**src/rtl/modn_updown_counter_if.sv**
```systemverilog
// ----------------------------------------------------------------------------
// modn_updown_counter_if
//   Control and status bundle for the modulo-MOD up/down counter.
//   master : the side that drives controls (SCLR, LC, EN, UP, OS, I) and
//            observes status (Q, TC, CO, DONE, LERR).
//   slave  : the counter itself.
//   WIDTH must match the WIDTH of the counter instance it is connected to.
// ----------------------------------------------------------------------------
interface modn_updown_counter_if #(
  parameter int WIDTH = 3
);
  logic             SCLR;  // synchronous clear, active-high
  logic             LC;    // 1 = load I, 0 = count
  logic             EN;    // count enable
  logic             UP;    // 1 = up, 0 = down
  logic             OS;    // 1 = one-shot, 0 = free-running wrap
  logic [WIDTH-1:0] I;     // parallel load value
  logic [WIDTH-1:0] Q;     // registered count
  logic             TC;    // combinational terminal count
  logic             CO;    // registered carry/borrow pulse
  logic             DONE;  // registered one-shot complete flag
  logic             LERR;  // sticky out-of-range load flag

  modport master (
    output SCLR, LC, EN, UP, OS, I,
    input  Q, TC, CO, DONE, LERR
  );

  modport slave (
    input  SCLR, LC, EN, UP, OS, I,
    output Q, TC, CO, DONE, LERR
  );
endinterface

```
**src/rtl/modn_updown_counter.sv**
```systemverilog
// ----------------------------------------------------------------------------
// modn_updown_counter
//   Loadable modulo-MOD up/down counter, cascadable as a divider/sequencer.
//   Count range is 0..MOD-1 in either direction, with free-running wrap or
//   one-shot stop at the terminal value, a one-cycle carry/borrow pulse,
//   and a sticky flag for loads outside the legal range.
//
// Ports
//   CLK  : rising-edge clock
//   CLR  : asynchronous active-low reset (clears Q, CO, DONE, LERR)
//   bus  : slave side of modn_updown_counter_if
//            SCLR, LC, EN, UP, OS, I  -> controls / load value
//            Q, CO, DONE, LERR        <- registered status
//            TC                       <- combinational terminal count
//
// Parameters
//   The counter is WIDTH bits wide; the modulus must lie in 2..2**WIDTH.
// ----------------------------------------------------------------------------
module modn_updown_counter #(
  parameter int WIDTH = 3,
  parameter int MOD   = 6
) (
  input  logic                 CLK,
  input  logic                 CLR,
  modn_updown_counter_if.slave bus
);

  generate
    if (MOD < 2 || MOD > (1 << WIDTH)) begin : g_bad_mod
      $error("modn_updown_counter: MOD must satisfy 2 <= MOD <= 2**WIDTH");
    end
  endgenerate

  localparam logic [WIDTH-1:0] MAX_Q = WIDTH'(MOD - 1);
  // One extra bit so MOD = 2**WIDTH is representable in the range check.
  localparam logic [WIDTH:0]   MOD_W = (WIDTH + 1)'(MOD);

  logic [WIDTH-1:0] q_reg, q_next;
  logic             co_reg, co_next;
  logic             done_reg, done_next;
  logic             lerr_reg, lerr_next;
  logic             at_term;

  // Terminal value depends on the direction sampled this cycle, so a
  // direction flip mid-count is seen immediately.
  assign at_term = bus.UP ? (q_reg == MAX_Q) : (q_reg == '0);

  always_comb begin
    q_next    = q_reg;
    co_next   = 1'b0;
    done_next = done_reg;
    lerr_next = lerr_reg;

    if (bus.SCLR) begin
      q_next    = '0;
      done_next = 1'b0;
      lerr_next = 1'b0;
    end else if (bus.LC) begin
      done_next = 1'b0;
      if ({1'b0, bus.I} < MOD_W) begin
        q_next = bus.I;
      end else begin
        // Saturate rather than load an illegal value, and remember it.
        q_next    = MAX_Q;
        lerr_next = 1'b1;
      end
    end else if (bus.EN && !done_reg) begin
      if (at_term) begin
        co_next = 1'b1;
        if (bus.OS) begin
          done_next = 1'b1;               // Q parks at the terminal value
        end else begin
          q_next = bus.UP ? '0 : MAX_Q;   // explicit wrap keeps Q < MOD
        end
      end else begin
        q_next = bus.UP ? (q_reg + 1'b1) : (q_reg - 1'b1);
      end
    end
  end

  always_ff @(posedge CLK or negedge CLR) begin
    if (!CLR) begin
      q_reg    <= '0;
      co_reg   <= 1'b0;
      done_reg <= 1'b0;
      lerr_reg <= 1'b0;
    end else begin
      q_reg    <= q_next;
      co_reg   <= co_next;
      done_reg <= done_next;
      lerr_reg <= lerr_next;
    end
  end

  assign bus.Q    = q_reg;
  assign bus.CO   = co_reg;
  assign bus.DONE = done_reg;
  assign bus.LERR = lerr_reg;
  assign bus.TC   = bus.EN & ~bus.LC & ~bus.SCLR & ~done_reg & at_term;

endmodule
```
**src/flat_wrapper.sv**
```systemverilog
// flat-port wrapper written by rule: the top's interface ports become plain ports
module modn_updown_counter_flat 
#(
  parameter int WIDTH = 3,
  parameter int MOD   = 6
)
  (CLK, CLR, bus_SCLR, bus_LC, bus_EN, bus_UP, bus_OS, bus_I, bus_Q, bus_TC, bus_CO, bus_DONE, bus_LERR);
  modn_updown_counter_if #(.WIDTH(WIDTH)) bus_i ();
  input  logic CLK;
  input  logic CLR;
  input wire logic [$bits(bus_i.SCLR)-1:0] bus_SCLR;
  input wire logic [$bits(bus_i.LC)-1:0] bus_LC;
  input wire logic [$bits(bus_i.EN)-1:0] bus_EN;
  input wire logic [$bits(bus_i.UP)-1:0] bus_UP;
  input wire logic [$bits(bus_i.OS)-1:0] bus_OS;
  input wire logic [$bits(bus_i.I)-1:0] bus_I;
  output wire logic [$bits(bus_i.Q)-1:0] bus_Q;
  output wire logic [$bits(bus_i.TC)-1:0] bus_TC;
  output wire logic [$bits(bus_i.CO)-1:0] bus_CO;
  output wire logic [$bits(bus_i.DONE)-1:0] bus_DONE;
  output wire logic [$bits(bus_i.LERR)-1:0] bus_LERR;
  assign bus_i.SCLR = bus_SCLR;
  assign bus_i.LC = bus_LC;
  assign bus_i.EN = bus_EN;
  assign bus_i.UP = bus_UP;
  assign bus_i.OS = bus_OS;
  assign bus_i.I = bus_I;
  assign bus_Q = bus_i.Q;
  assign bus_TC = bus_i.TC;
  assign bus_CO = bus_i.CO;
  assign bus_DONE = bus_i.DONE;
  assign bus_LERR = bus_i.LERR;
  modn_updown_counter #(.WIDTH(WIDTH), .MOD(MOD)) u_core (.CLK(CLK), .CLR(CLR), .bus(bus_i));
endmodule
```
**config.mk**
```make
export PLATFORM = sky130hd
export DESIGN_NAME = modn_updown_counter_flat
export DESIGN_NICKNAME = d
export VERILOG_FILES = /design/src/rtl/modn_updown_counter_if.sv /design/src/rtl/modn_updown_counter.sv /design/src/flat_wrapper.sv
export SDC_FILE = /design/constraint.sdc
export NUM_CORES = 1
export LEC_CHECK = 0
export CAP_MARGIN = 40
export CORE_AREA = 2 2 39 41
export DETAILED_ROUTE_END_ITERATION = 8
export DIE_AREA = 0 0 41 43
export PLACE_DENSITY = 0.67
export SLEW_MARGIN = 20
export SYNTH_ARGS = -nofsm -noshare
export SYNTH_HDL_FRONTEND = slang
export SYNTH_SLANG_ARGS = --single-unit
```
**constraint.sdc**
```tcl
create_clock -name CLK -period 1.7 [get_ports CLK]
set_input_delay 0.34 -clock CLK [delete_from_list [all_inputs] [get_ports CLK]]
set_output_delay 0.34 -clock CLK [all_outputs]
set_load 0.02 [all_outputs]
```
==> results, run 1 <==
- After detailed placement, the total cell area comes to 687 um2.
- The synthesized net count is 59.
- Counting the buffers created by CTS gives 3.
- The die covers 1760 um2.
- The remaining global-route overflow is 0.
- Derived from the worst setup path, the maximum achievable clock frequency is approximately 530 MHz.
- The number of warnings printed during yosys synthesis is 0.
- Together, buffers and inverters on the worst path number 3.
- Counting every instance in the synthesized netlist gives 48.
- The highest fanout seen on the critical path is 2.
- The final clock period utilization by the worst path is 110%.
- In this run the deepest clock path goes through 2 buffers.
- The finished cells cover a little under 800 um2.
- The initial cell density of the core is between 30% and 40%.
- VDD sags by at most approximately 0.00022 V.
- The floorplan has 14 rows.
- The HPWL after detailed placement is 935 um.
- The post-route minimum period is 1.87 ns.
- The post-layout net count is 90.
- The pin count of the biggest net entering global routing is 10.
- The number of clock sinks is 6.
- The number of max-cap violations is 0.
- The total power density per cell area is 677 nW/um2.
- On the critical path, the stage with the largest delay is an instance of dfrtp_2.
- The core footprint is 1380 um2.
- After synthesis, flip-flops and latches occupy 35.6% of the total area.
- The cell type group with the largest total delay on the critical path is flip-flops.
- The critical path class is reg -> reg.
- The via count of the first global-routing pass came to 504.
- The master cell of the clock root buffer is clkbuf_4.
- The final weighted congestion in routability-driven placement is 0.795.
- STA classifies the critical path startpoint as a register.
- The final route contains approximately 480 vias.
- Setup repair after global routing could not meet its margin everywhere.
- Setup total negative slack on the finished layout was measured at -0.327 ns.
- From bottom edge to top edge, the die measures ~43 um.
- The number of antenna violations at the first check in global routing came to 0.
- The critical path startpoint is u_core.bus.Q[1].
- In this run, synthesis produced a sequential element count of 6.
- Wires add up to 1200 um.
- The detailed-route wire length per cell is around 13 um.
- The count of nets left with antenna violations once routing finished came out at 0.
- The worst hold path class is in -> async.
- After synthesis, the mean cell area works out to ~8.8 um2.
- After synthesis, the share of flip-flops with an asynchronous set or reset is 100%.
- The worst-margin pin slew is between 0.2 and 0.3 ns.
- The count of buffers added on input and output ports is 16.
- For this run, design rule violations remaining after detail routing come to 0.
- The required time at the worst-slack endpoint is 1.89 ns.
- The clock tree from TritonCTS is built.
- The register clock-pin slew on the reported worst setup and hold paths is 0.06 ns.
- 17 I/O pins were placed.
- The antenna cell count is 0.
- The checks that failed: setup timing.
- The number of failing hold endpoints at the final stage came to 0.
- The first-pass detailed-route iteration total is 2.
- The critical path goes through buf_6 > buf_6 > inv_4 > fa_2 > or4_4 > a21oi_2 > mux2_4.
- The reg-to-reg critical path startpoint is u_core.bus.Q[1].
- STA classifies the critical path endpoint as a register.
- The netlist area before placement is 422 um2.
- The most used flip-flop cell after synthesis is dfrtp_1.
- Global routing used ~16% of the available tracks.
- The average via count per standard cell is 5.05.
- The violation count after the first detailed-route iteration is 1.
- The number of enable flip-flop cells after synthesis is 0.
- The first global-routing pass estimated 2010 um of wire.
- The worst clock skew is between 0.009 and 0.01 ns.
- The flow ran to the end, but the final reports show violations.
- From synthesis to final layout, the design area changed by 83.4%.
- The worst pin sits at a relative slew slack of 80.9%.
- The worst setup timing slack at the placement stage is -0.811 ns.
- Yosys mapped the design onto 28 distinct sky130hd cell types.
- In this run, placement finished with an instance count of 88.
- The final setup violation count is 3.
- The worst hold slack after final layout is 0.330 ns.
- The die width is 41 um.
- The biggest cell delay along the critical path is 0.43 ns.
- The number of max-slew violations in the final report is 0.
- STA puts the critical path data arrival time at ~2.1 ns.
- Once routing completed, OpenROAD measured the worst setup slack at -0.171 ns.
- Cells with a size suffix above 1 make up approximately two fifths of the layout.
- The number of hold buffers added after cts is 0.
- The library cells used most frequently in the layout, excluding fill and tap cells, are clkdlybuf4s50_1, buf_4, dfrtp_1.
- The static leakage is 0.331 nW.
- Among the stages of the critical path, the cell type that occurs most often is buf_6.
- In this run the number of H-tree levels came out at 1.
- The later-pin clock latency in the skew report is around 0.25 ns.
- The number of non-filler instances in the completed layout is 94.
cells in the mapped netlist, types with 2 or more instances:
| library cell | number | share of area (%) |
|---|---|---|
| a21oi_1 | 3 | 3.6 |
| dfrtp_1 | 6 | 36 |
| nand3_1 | 3 | 3.6 |
| nand2_1 | 3 | 2.7 |
| inv_1 | 5 | 4.5 |
| o211ai_1 | 2 | 3.6 |
| nor2_1 | 3 | 2.7 |
| nor4_1 | 3 | 4.5 |
logic make-up (layout without fill, tap and decap cells):
| logic type | after synthesis | count (layout) | share of synthesized area [%] |
|---|---|---|---|
| XOR/XNOR | 1 | 1 | 2.08 |
| multiplexers | 1 | 1 | 2.67 |
| flip-flops | 6 | 6 | 35.6 |
| adder cells (fa/ha/maj) | 1 | 1 | 4.75 |
| AND/OR/NAND/NOR | 17 | 17 | 22.6 |
| AO/OA/AOI/OAI | 14 | 14 | 23.4 |
| buffers and inverters | 8 | 38 | 8.90 |
state kept, by name, summed over array words and instances, names as in the netlist:
name	cells
u_core.bus.CO	1
u_core.bus.Q	3
u_core.bus.LERR	1
u_core.bus.DONE	1
report_power, final:
group | internal (mW) | switching, mW | total (mW) | leakage, nW
Sequential | 0.154 | 0.00968 | 0.164 | 0.0773
Clock | 0.0892 | 0.0560 | 0.145 | 0.0150
Combinational | 0.113 | 0.101 | 0.214 | 0.238
cell type report:
type                    instances  area (um2)
multi-input cells              34         287
repair buffers                 29         267
well taps                      16        20.0
flip-flops and latches          6         153
fillers                       130         611
inverters                       5        21.3
clock buffers                   4        26.3
metal layers:
| layer | part of all wire, % | global-route usage [%] | up-vias |
|---|---|---|---|
| li1 | - | - | 237 |
| met3 | 4.2 | 2.62 | 2 |
| met1 | 43 | 18.4 | 223 |
| met4 | 1.2 | 8.67 | 0 |
| met5 | 0 | 0 | - |
| met2 | 51 | 26.3 | 13 |
path summary, 6_finish.rpt:
kind,end,slack [ns],depth (start not counted)
worst max-delay path,u_core.bus.Q[1],-0.17,7
worst min-delay path,u_core.bus.Q[2],0.33,1
worst min register to register,u_core.bus.LERR,0.49,2
min in group CLK,u_core.bus.LERR,0.49,2
max in group asynchronous,u_core.bus.Q[1],1.14,1
worst max register to register,u_core.bus.Q[1],-0.17,7
what timing repair did:
item,CTS,global route
resized for setup,13,8
setup buffers,1,1
pin swaps,2,2
cloned,0,0
endpoints found under the setup margin,4,4
stage by stage:
stage	util, %	power (mW)
2_1_floorplan	-	0.258
3_3_place_gp	49.6	0.346
3_5_place_dp	49.6	0.349
4_1_cts	53.1	0.504
5_1_grt	55.9	0.554
6_report	55.9	0.523
Note: power is estimated with default switching activity, not from simulation.
==> run 2, diff against run 1 <==
--- a/config.mk
+++ b/config.mk
@@ -6,9 +6,9 @@
 export NUM_CORES = 1
 export LEC_CHECK = 0
 export CAP_MARGIN = 40
-export CORE_AREA = 2 2 39 41
+export CORE_AREA = 10 10 47 49
 export DETAILED_ROUTE_END_ITERATION = 8
-export DIE_AREA = 0 0 41 43
+export DIE_AREA = 0 0 57 59
 export PLACE_DENSITY = 0.67
 export SLEW_MARGIN = 20
 export SYNTH_ARGS = -nofsm -noshare
==> run 2 against run 1 <==
The flow still finishes with violations (setup timing). Register-to-register slack improved by 0.06 ns. Die area grew 91%. Total power increased by 4.6%. Combinational power rose by 11%. Largest cell class is now non-clock buffers. Highest routed layer unchanged.
==> results, run 2 (same netlist as run 1, synthesis figures left out) <==
- The worst clock skew is 0.00568 ns (-0.00428 ns).
- The antenna cell count is 0 (unchanged).
- The area of the die is 3360 um2 (+91%).
- The number of antenna violations at the first check in global routing was 0 (unchanged).
- The worst-margin pin slew is 0.289 ns (+0.00434 ns).
- The fraction of final layout cells with drive strength greater than 1 is 45.9% (+6.1 points).
- The number of cells on the worst reg-to-reg path came to 6 (-1).
- Leaving out fill and tap cells, the most frequent cell in the layout is buf_4.
- Setup repair after global routing could not meet its margin everywhere.
- The slack of the worst reg-to-reg path is -0.11 ns (+0.06 ns).
- The setup slack after layout is -0.108 ns (+0.0637 ns).
- The part of the power in the clock network is 26.4% (-1.3 points).
- The final weighted congestion in routability-driven placement is 0.826 (+3.9%).
- The kind of start point of the critical path is a register.
- The later-pin clock latency in the skew report is 0.25 ns (about the same).
- The post-route minimum period is 1.81 ns (-0.0637 ns).
- The register clock-pin slew on the reported worst setup and hold paths is 0.05 ns (about the same).
- The number of fill cells in the layout came to 135 (+3.8%).
- The switching share of total power is 31.4% (-0.50 points).
- The total power density per cell area is 651 nW/um2 (-3.8%).
- The power after layout is 0.547 mW (+4.6%).
- The fraction of met1 tracks used by global routing came to 7.55% (-11 points).
- The final standard cell area without fillers is 841 um2 (+8.7%).
- The final setup violation count is 2 (-1).
- Tracing the worst setup path back leads to its startpoint at u_core.bus.Q[1].
- The remaining global-route overflow is 0 (unchanged).
- The internal power contribution is 0.375 mW (+5.3%).
- The pin count of the biggest net entering global routing is 10 (unchanged).
- The worst supply voltage drop on vdd is 0.000376 V (+68%).
- The count of port buffers added during placement came to 16 (unchanged).
- The total routing usage reported by global routing is 7.72% (-8.3 points).
- The worst hold path class is in -> async.
- The via count of the first global-routing pass is 493 (-2.2%).
- Following the worst setup path forward leads to its endpoint at u_core.bus.Q[1].
- The core footprint is 1400 um2 (+1.3%).
- The first-pass detailed-route iteration total is 4 (+2).
- The required time at the worst-slack endpoint is 1.89 ns (about the same).
- The final clock period utilization by the worst path came to 106% (-3.7 points).
- The flow ran to the end, but the final reports show violations.
- The switching power is 0.172 mW (+2.9%).
- The die width is 57 um (+39%).
- The post-layout net count was 97 (+7.8%).
- The top cell types in the final layout, fill and taps aside, are buf_4, clkdlybuf4s50_1, buf_6.
- The number of failing hold endpoints at the final stage was 0 (unchanged).
- The detailed-route wire length per cell came to 13.3 um (+4.3%).
- The violation count after the first detailed-route iteration is 5 (+4).
- The level count of the clock H-tree is 1 (unchanged).
- The peak clock frequency supported by timing is 553 MHz (+3.5%).
- The clock tree from TritonCTS is built.
- The endpoint of the worst register-to-register path is u_core.bus.Q[1].
- The number of max-slew violations in the final report is 0 (unchanged).
- By startpoint and endpoint, the worst setup path is classified as reg -> reg.
- The remaining number of nets flagged by the antenna check after routing came to 0 (unchanged).
- The cell row count came to 14 (unchanged).
- The number of max-cap violations is 0 (unchanged).
- The proportion of power drawn by combinational gates is 43.2% (+2.2 points).
- The checks that failed: setup timing.
- The type of element capturing the critical path is a register.
- The cell area reported after detailed placement is 717 um2 (+4.4%).
- The highest fanout seen on the critical path is 5 (+3).
- The initial cell density of the core came to 30.1% (-0.38 points).
- The global routing stage identified its most utilized layer as met2.
- The global-route met2 utilization is 14.0% (-12 points).
- The number of vias in the routed layout is 512 (+7.8%).
- The global-route track usage on met3 is 3.43% (+0.82 points).
- The worst relative slew slack is 80.6% (-0.35 points).
- The accumulated negative setup slack came to -0.203 ns (+0.124 ns).
- The first-pass GRT wire length is 2120 um (+5.5%).
- The final routed wirelength across all metal layers is 1350 um (+12%).
- The flip-flop count of the largest register after layout is 3 (unchanged).
- The number of buffers created by CTS is 3 (unchanged).
- The total half-perimeter wirelength after legalization and detailed placement is 1010 um (+8.2%).
- The average via count per standard cell is 5.07 (+0.32%).
- The share of power burned in registers is 30.4% (-0.9 points).
- The startpoint identified for the worst register-to-register timing path is u_core.bus.Q[1].
- The number of top-level design ports is 17 (unchanged).
- The tree is rooted in a clkbuf_4.
- The number of clock sinks is 6 (unchanged).
- The vertical die dimension came to 59 um (+37%).
- The arrival time at the worst endpoint came to 2.00 ns (-0.06 ns).
- The static leakage is 0.366 nW (+11%).
- The worst-case clock buffer depth is 2 (unchanged).
- The number of remaining DRC errors was 0 (unchanged).
- The signed area change from the synthesized netlist to the final layout is 99.4%.
[run 2: cell types whose count changed in the layout (fill, tap and decap cells not counted), sizes merged]
cell	change
dlygate4sd2	+2
dlymetal6s2s	-1
clkdlybuf4s15	-1
buf	+7
[run 2: what timing repair did]
| item | in CTS | in global routing |
|---|---|---|
| setup endpoints to repair | 6 | 4 |
| hold buffers | 0 | 0 |
| pin swaps | 6 | 7 |
| gates resized for setup | 18 | 6 |
| buffers inserted | 1 | 4 |
[run 2: critical path, cell delays in order, from the launching register on]
cell	delay, ns
dfrtp_2	0.44
buf_6	0.14
inv_4	0.04
fa_2	0.42
or4_1	0.41
a21oi_1	0.14
mux2_4	0.15
[run 2: area by class of cell]
cell class / instances / area [um2] / share of cell area [%]
timing repair buffer: 36 / 322 / 38.2
multi-input combinational: 34 / 297 / 35.3
sequential: 6 / 153 / 18.2
clock buffer: 4 / 26.3 / 3.13
inverter: 5 / 23.8 / 2.83
tap: 16 / 20.0 / 2.38
[run 2: how the worst min path moves through the flow]
stage | startpoint | to | slack (ns) | cells past startpoint
after floorplan | CLR | u_core.bus.CO | 0.04 | 0
after global placement | u_core.bus.LERR | u_core.bus.LERR | 0.48 | 2
after detailed placement | u_core.bus.LERR | u_core.bus.LERR | 0.51 | 2
after CTS | CLR | u_core.bus.Q[2] | 0.33 | 1
after global routing | CLR | u_core.bus.Q[2] | 0.32 | 1
final | CLR | u_core.bus.Q[2] | 0.33 | 1
[run 2: power groups by stage]
stage               clock [mW]  sequential [mW]  combinational [mW]
floorplan                    0            0.181              0.0771
detailed placement           0            0.163               0.195
CTS                      0.152            0.167               0.210
global route             0.158            0.168               0.254
finish                   0.144            0.166               0.237
global placement             0            0.163               0.194
[run 2: through the flow]
step           setup slack [ns]  hold WS [ns]  std cells  utilization (%)
2_1_floorplan          -0.00879        0.0444         48                -
3_3_place_gp             -0.685         0.480         92             51.2
3_5_place_dp             -0.726         0.510         92             51.2
4_1_cts                  -0.127         0.326         97             56.0
5_1_grt                  -0.162         0.324        101             60.0
6_report                 -0.108         0.328        101             60.0
[run 2: metal layers]
metal / up-vias / part of all wire, % / wire length [um]
met3: 2 / 5.4 / 73
met2: 13 / 55 / 740
met5: - / 0 / 0
li1: 254 / - / -
met4: 0 / 0.59 / 8
met1: 243 / 39 / 524
==> run 3, diff against run 2 <==
--- a/config.mk
+++ b/config.mk
@@ -7,6 +7,7 @@
 export LEC_CHECK = 0
 export CAP_MARGIN = 40
 export CORE_AREA = 10 10 47 49
+export CTS_BUF_LIST = sky130_fd_sc_hd__clkbuf_8
 export DETAILED_ROUTE_END_ITERATION = 8
 export DIE_AREA = 0 0 57 59
 export PLACE_DENSITY = 0.67
@@ -14,3 +15,4 @@
 export SYNTH_ARGS = -nofsm -noshare
 export SYNTH_HDL_FRONTEND = slang
 export SYNTH_SLANG_ARGS = --single-unit
+export TNS_END_PERCENT = 30
==> run 3 against run 2 <==
The run still ends with setup timing left. Sequential share of layout area up 0.53 points. Clock power up 53%. Flip-flop and latch count unchanged. Setup slack better by 0.0072 ns. Sequential power about the same. Register-to-register slack about the same. Largest cell class unchanged. Clock-buffer cell count down 1. Utilization down 1.7 points. Fmax up 0.40%. Non-clock buffer count down 4. Global-route usage about the same. Clock skew about the same.
==> results, run 3 (same netlist as run 1, synthesis figures left out) <==
- The top cell types in the final layout, fill and taps aside, are buf_4, clkdlybuf4s50_1, inv_1, buf_6, dfrtp_1.
- The number of hold buffers added after cts is 0 (unchanged).
- Setup repair after global routing could not meet its margin everywhere.
- The worst setup timing slack at the placement stage came to -0.726 ns (unchanged).
- The detailed-route wire length per cell is 13.1 um (-1.9%).
- The worst relative slew slack came to 81.4% (+0.78 points).
- The number of top-level design ports is 17 (unchanged).
- The violation count after the first detailed-route iteration is 6 (+1).
- The post-layout net count is 93 (-4.1%).
- The power after layout came to 0.602 mW (+10%).
- The number of buffers created by CTS was 3 (unchanged).
- The number of failing hold endpoints at the final stage is 0 (unchanged).
- The final standard cell area without fillers is 817 um2 (-2.8%).
- The count of port buffers added during placement is 16 (unchanged).
- The cell count after placement is 92 (unchanged).
- The pin count of the biggest net entering global routing is 10 (unchanged).
- The fraction of final layout cells with drive strength greater than 1 is 40.7% (-5.1 points).
- The die width came to 57 um (unchanged).
- The final weighted congestion in routability-driven placement is 0.826 (unchanged).
- The vertical die dimension is 59 um (unchanged).
- The multi-input logic area came to 287 um2 (-3.4%).
- The final routed wirelength across all metal layers is 1270 um (-5.8%).
- The final setup violation count was 3 (+1).
- The number of clock sinks is 6 (unchanged).
- The checks that failed: setup timing.
- The flow ran to the end, but the final reports show violations.
- The number of antenna violations at the first check in global routing is 0 (unchanged).
- Compared with the post-synthesis result, the final layout area differs by 93.8%.
- TritonCTS built the clock tree.
- The endpoint of the worst register-to-register path is u_core.bus.Q[1].
- The area of the die is 3360 um2 (unchanged).
- The average via count per standard cell is 5.02 (-0.96%).
- The biggest cell delay along the critical path is 0.43 ns (about the same).
- The number of fill cells in the layout is 135 (unchanged).
- The cell row count is 14 (unchanged).
- The slack of the worst reg-to-reg path was -0.10 ns (about the same).
- The initial cell density of the core came to 30.1% (unchanged).
- The remaining global-route overflow is 0 (unchanged).
- The largest individual stage delay along the critical path comes from the cell dfrtp_2.
- STA classifies the critical path startpoint as a register.
- The library cell used most frequently in the layout, excluding fill and tap cells, is buf_4.
- The reg-to-reg critical path startpoint is u_core.bus.Q[1].
- The routed length on met1 is 511 um (-2.5%).
- The accumulated negative setup slack came to -0.134 ns (+0.0687 ns).
- The final core utilization is 58.3% (-1.7 points).
- The total power density per cell area is 737 nW/um2 (+13%).
- The arrival time at the worst endpoint was 1.96 ns (-0.04 ns).
- The flip-flop count of the largest register after layout is 3 (unchanged).
- The cell area reported after detailed placement was 717 um2 (unchanged).
- The number of remaining DRC errors came to 0 (unchanged).
- The antenna cell count is 0 (unchanged).
- The post-route minimum period came to 1.80 ns (-0.00721 ns).
- The routed length on met2 is 668 um (-9.7%).
- The highest fanout seen on the critical path came to 5 (unchanged).
- The number of max-cap violations is 0 (unchanged).
- The routed length on met3 is 77 um (+5.5%).
- The number of cells on the worst reg-to-reg path was 6 (unchanged).
- The required time at the worst-slack endpoint is 1.86 ns (-0.03 ns).
- The peak clock frequency supported by timing is 555 MHz (+0.40%).
- The final clock period utilization by the worst path is 106% (-0.42 points).
- The total routing usage reported by global routing came to 7.68% (-0.043 points).
- The area taken by flip-flops and latches was 153 um2 (unchanged).
- The first-pass GRT wire length is 2100 um (-0.66%).
- The worst-case clock buffer depth is 2 (unchanged).
- The worst clock skew is 0.00522 ns (-0.000461 ns).
- The number of non-filler instances in the completed layout was 97 (-4.0%).
- The static leakage is 0.365 nW (-0.15%).
- The remaining number of nets flagged by the antenna check after routing is 0 (unchanged).
- The total half-perimeter wirelength after legalization and detailed placement is 1010 um (unchanged).
- The first-pass detailed-route iteration total is 3 (-1).
- The register clock-pin slew on the reported worst setup and hold paths is 0.04 ns (about the same).
- The master cell of the clock root buffer is clkbuf_8.
- The via count of the first global-routing pass is 496 (+0.61%).
- By startpoint and endpoint, the worst setup path is classified as reg -> reg.
- The level count of the clock H-tree is 1 (unchanged).
- The type of element capturing the critical path is a register.
- The worst hold path class is in -> async.
- The core footprint is 1400 um2 (unchanged).
- The setup slack after layout is -0.101 ns (+0.00721 ns).
- The number of max-slew violations in the final report is 0 (unchanged).
- The top routing layer in use is met4.
- The number of vias in the routed layout is 487 (-4.9%).
- Traced cell by cell, the critical path runs through buf_6 > inv_4 > fa_2 > or4_1 > a21oi_1 > mux2_4.
- The worst hold slack after final layout is 0.356 ns (+0.0278 ns).
- The worst supply voltage drop on vdd came to 0.000431 V (+15%).
- The later-pin clock latency in the skew report is 0.23 ns (-0.02 ns).
- The worst-margin pin slew is 0.277 ns (-0.0116 ns).
[run 3: timing repair]
action,CTS,global route
pin swaps,2,3
endpoints found under the setup margin,4,5
resized for setup,17,3
buffers inserted,0,1
[run 3: layer usage]
metal | track usage [%] | up-vias
met1 | 7.55 | 227
met4 | 3.02 | 0
li1 | - | 246
met3 | 3.43 | 2
met2 | 13.8 | 12
met5 | 0 | -
[run 3: critical path, delay by kind of cell (launching register included)]
kind / cells / cell delay, ns
AOI/OAI and AO/OA: 1 / 0.14
and+or+nand+nor: 1 / 0.41
DFF: 1 / 0.43
muxes: 1 / 0.15
adders and majority gates: 1 / 0.42
buffers and inverters: 2 / 0.18
[run 3: how the worst max path moves through the flow]
stage | slack, ns | depth (start not counted) | from | endpoint
4_1_cts | -0.12 | 6 | u_core.bus.Q[1] | u_core.bus.Q[1]
3_3_place_gp | -0.69 | 5 | bus_UP | bus_TC
3_5_place_dp | -0.73 | 5 | bus_UP | bus_TC
5_1_grt | -0.16 | 6 | u_core.bus.Q[1] | u_core.bus.Q[1]
2_1_floorplan | -0.009 | 3 | u_core.bus.Q[1] | bus_TC
6_report | -0.10 | 6 | u_core.bus.Q[1] | u_core.bus.Q[1]
[run 3: layout make-up]
type                       count  area share, %
timing repair buffer          32           35.7
multi-input combinational     34           35.1
sequential                     6           18.7
clock buffer                   3           5.05
inverter                       5           2.60
tap                           16           2.45
clock inverter                 1          0.459
[run 3: report_power, final]
| group | leakage (nW) | internal (mW) | switching [mW] | total (mW) |
|---|---|---|---|---|
| registers | 0.0773 | 0.155 | 0.0117 | 0.166 |
| clock network | 0.0269 | 0.155 | 0.0644 | 0.220 |
| logic | 0.261 | 0.118 | 0.0985 | 0.216 |
| total | 0.365 | 0.428 | 0.175 | 0.602 |
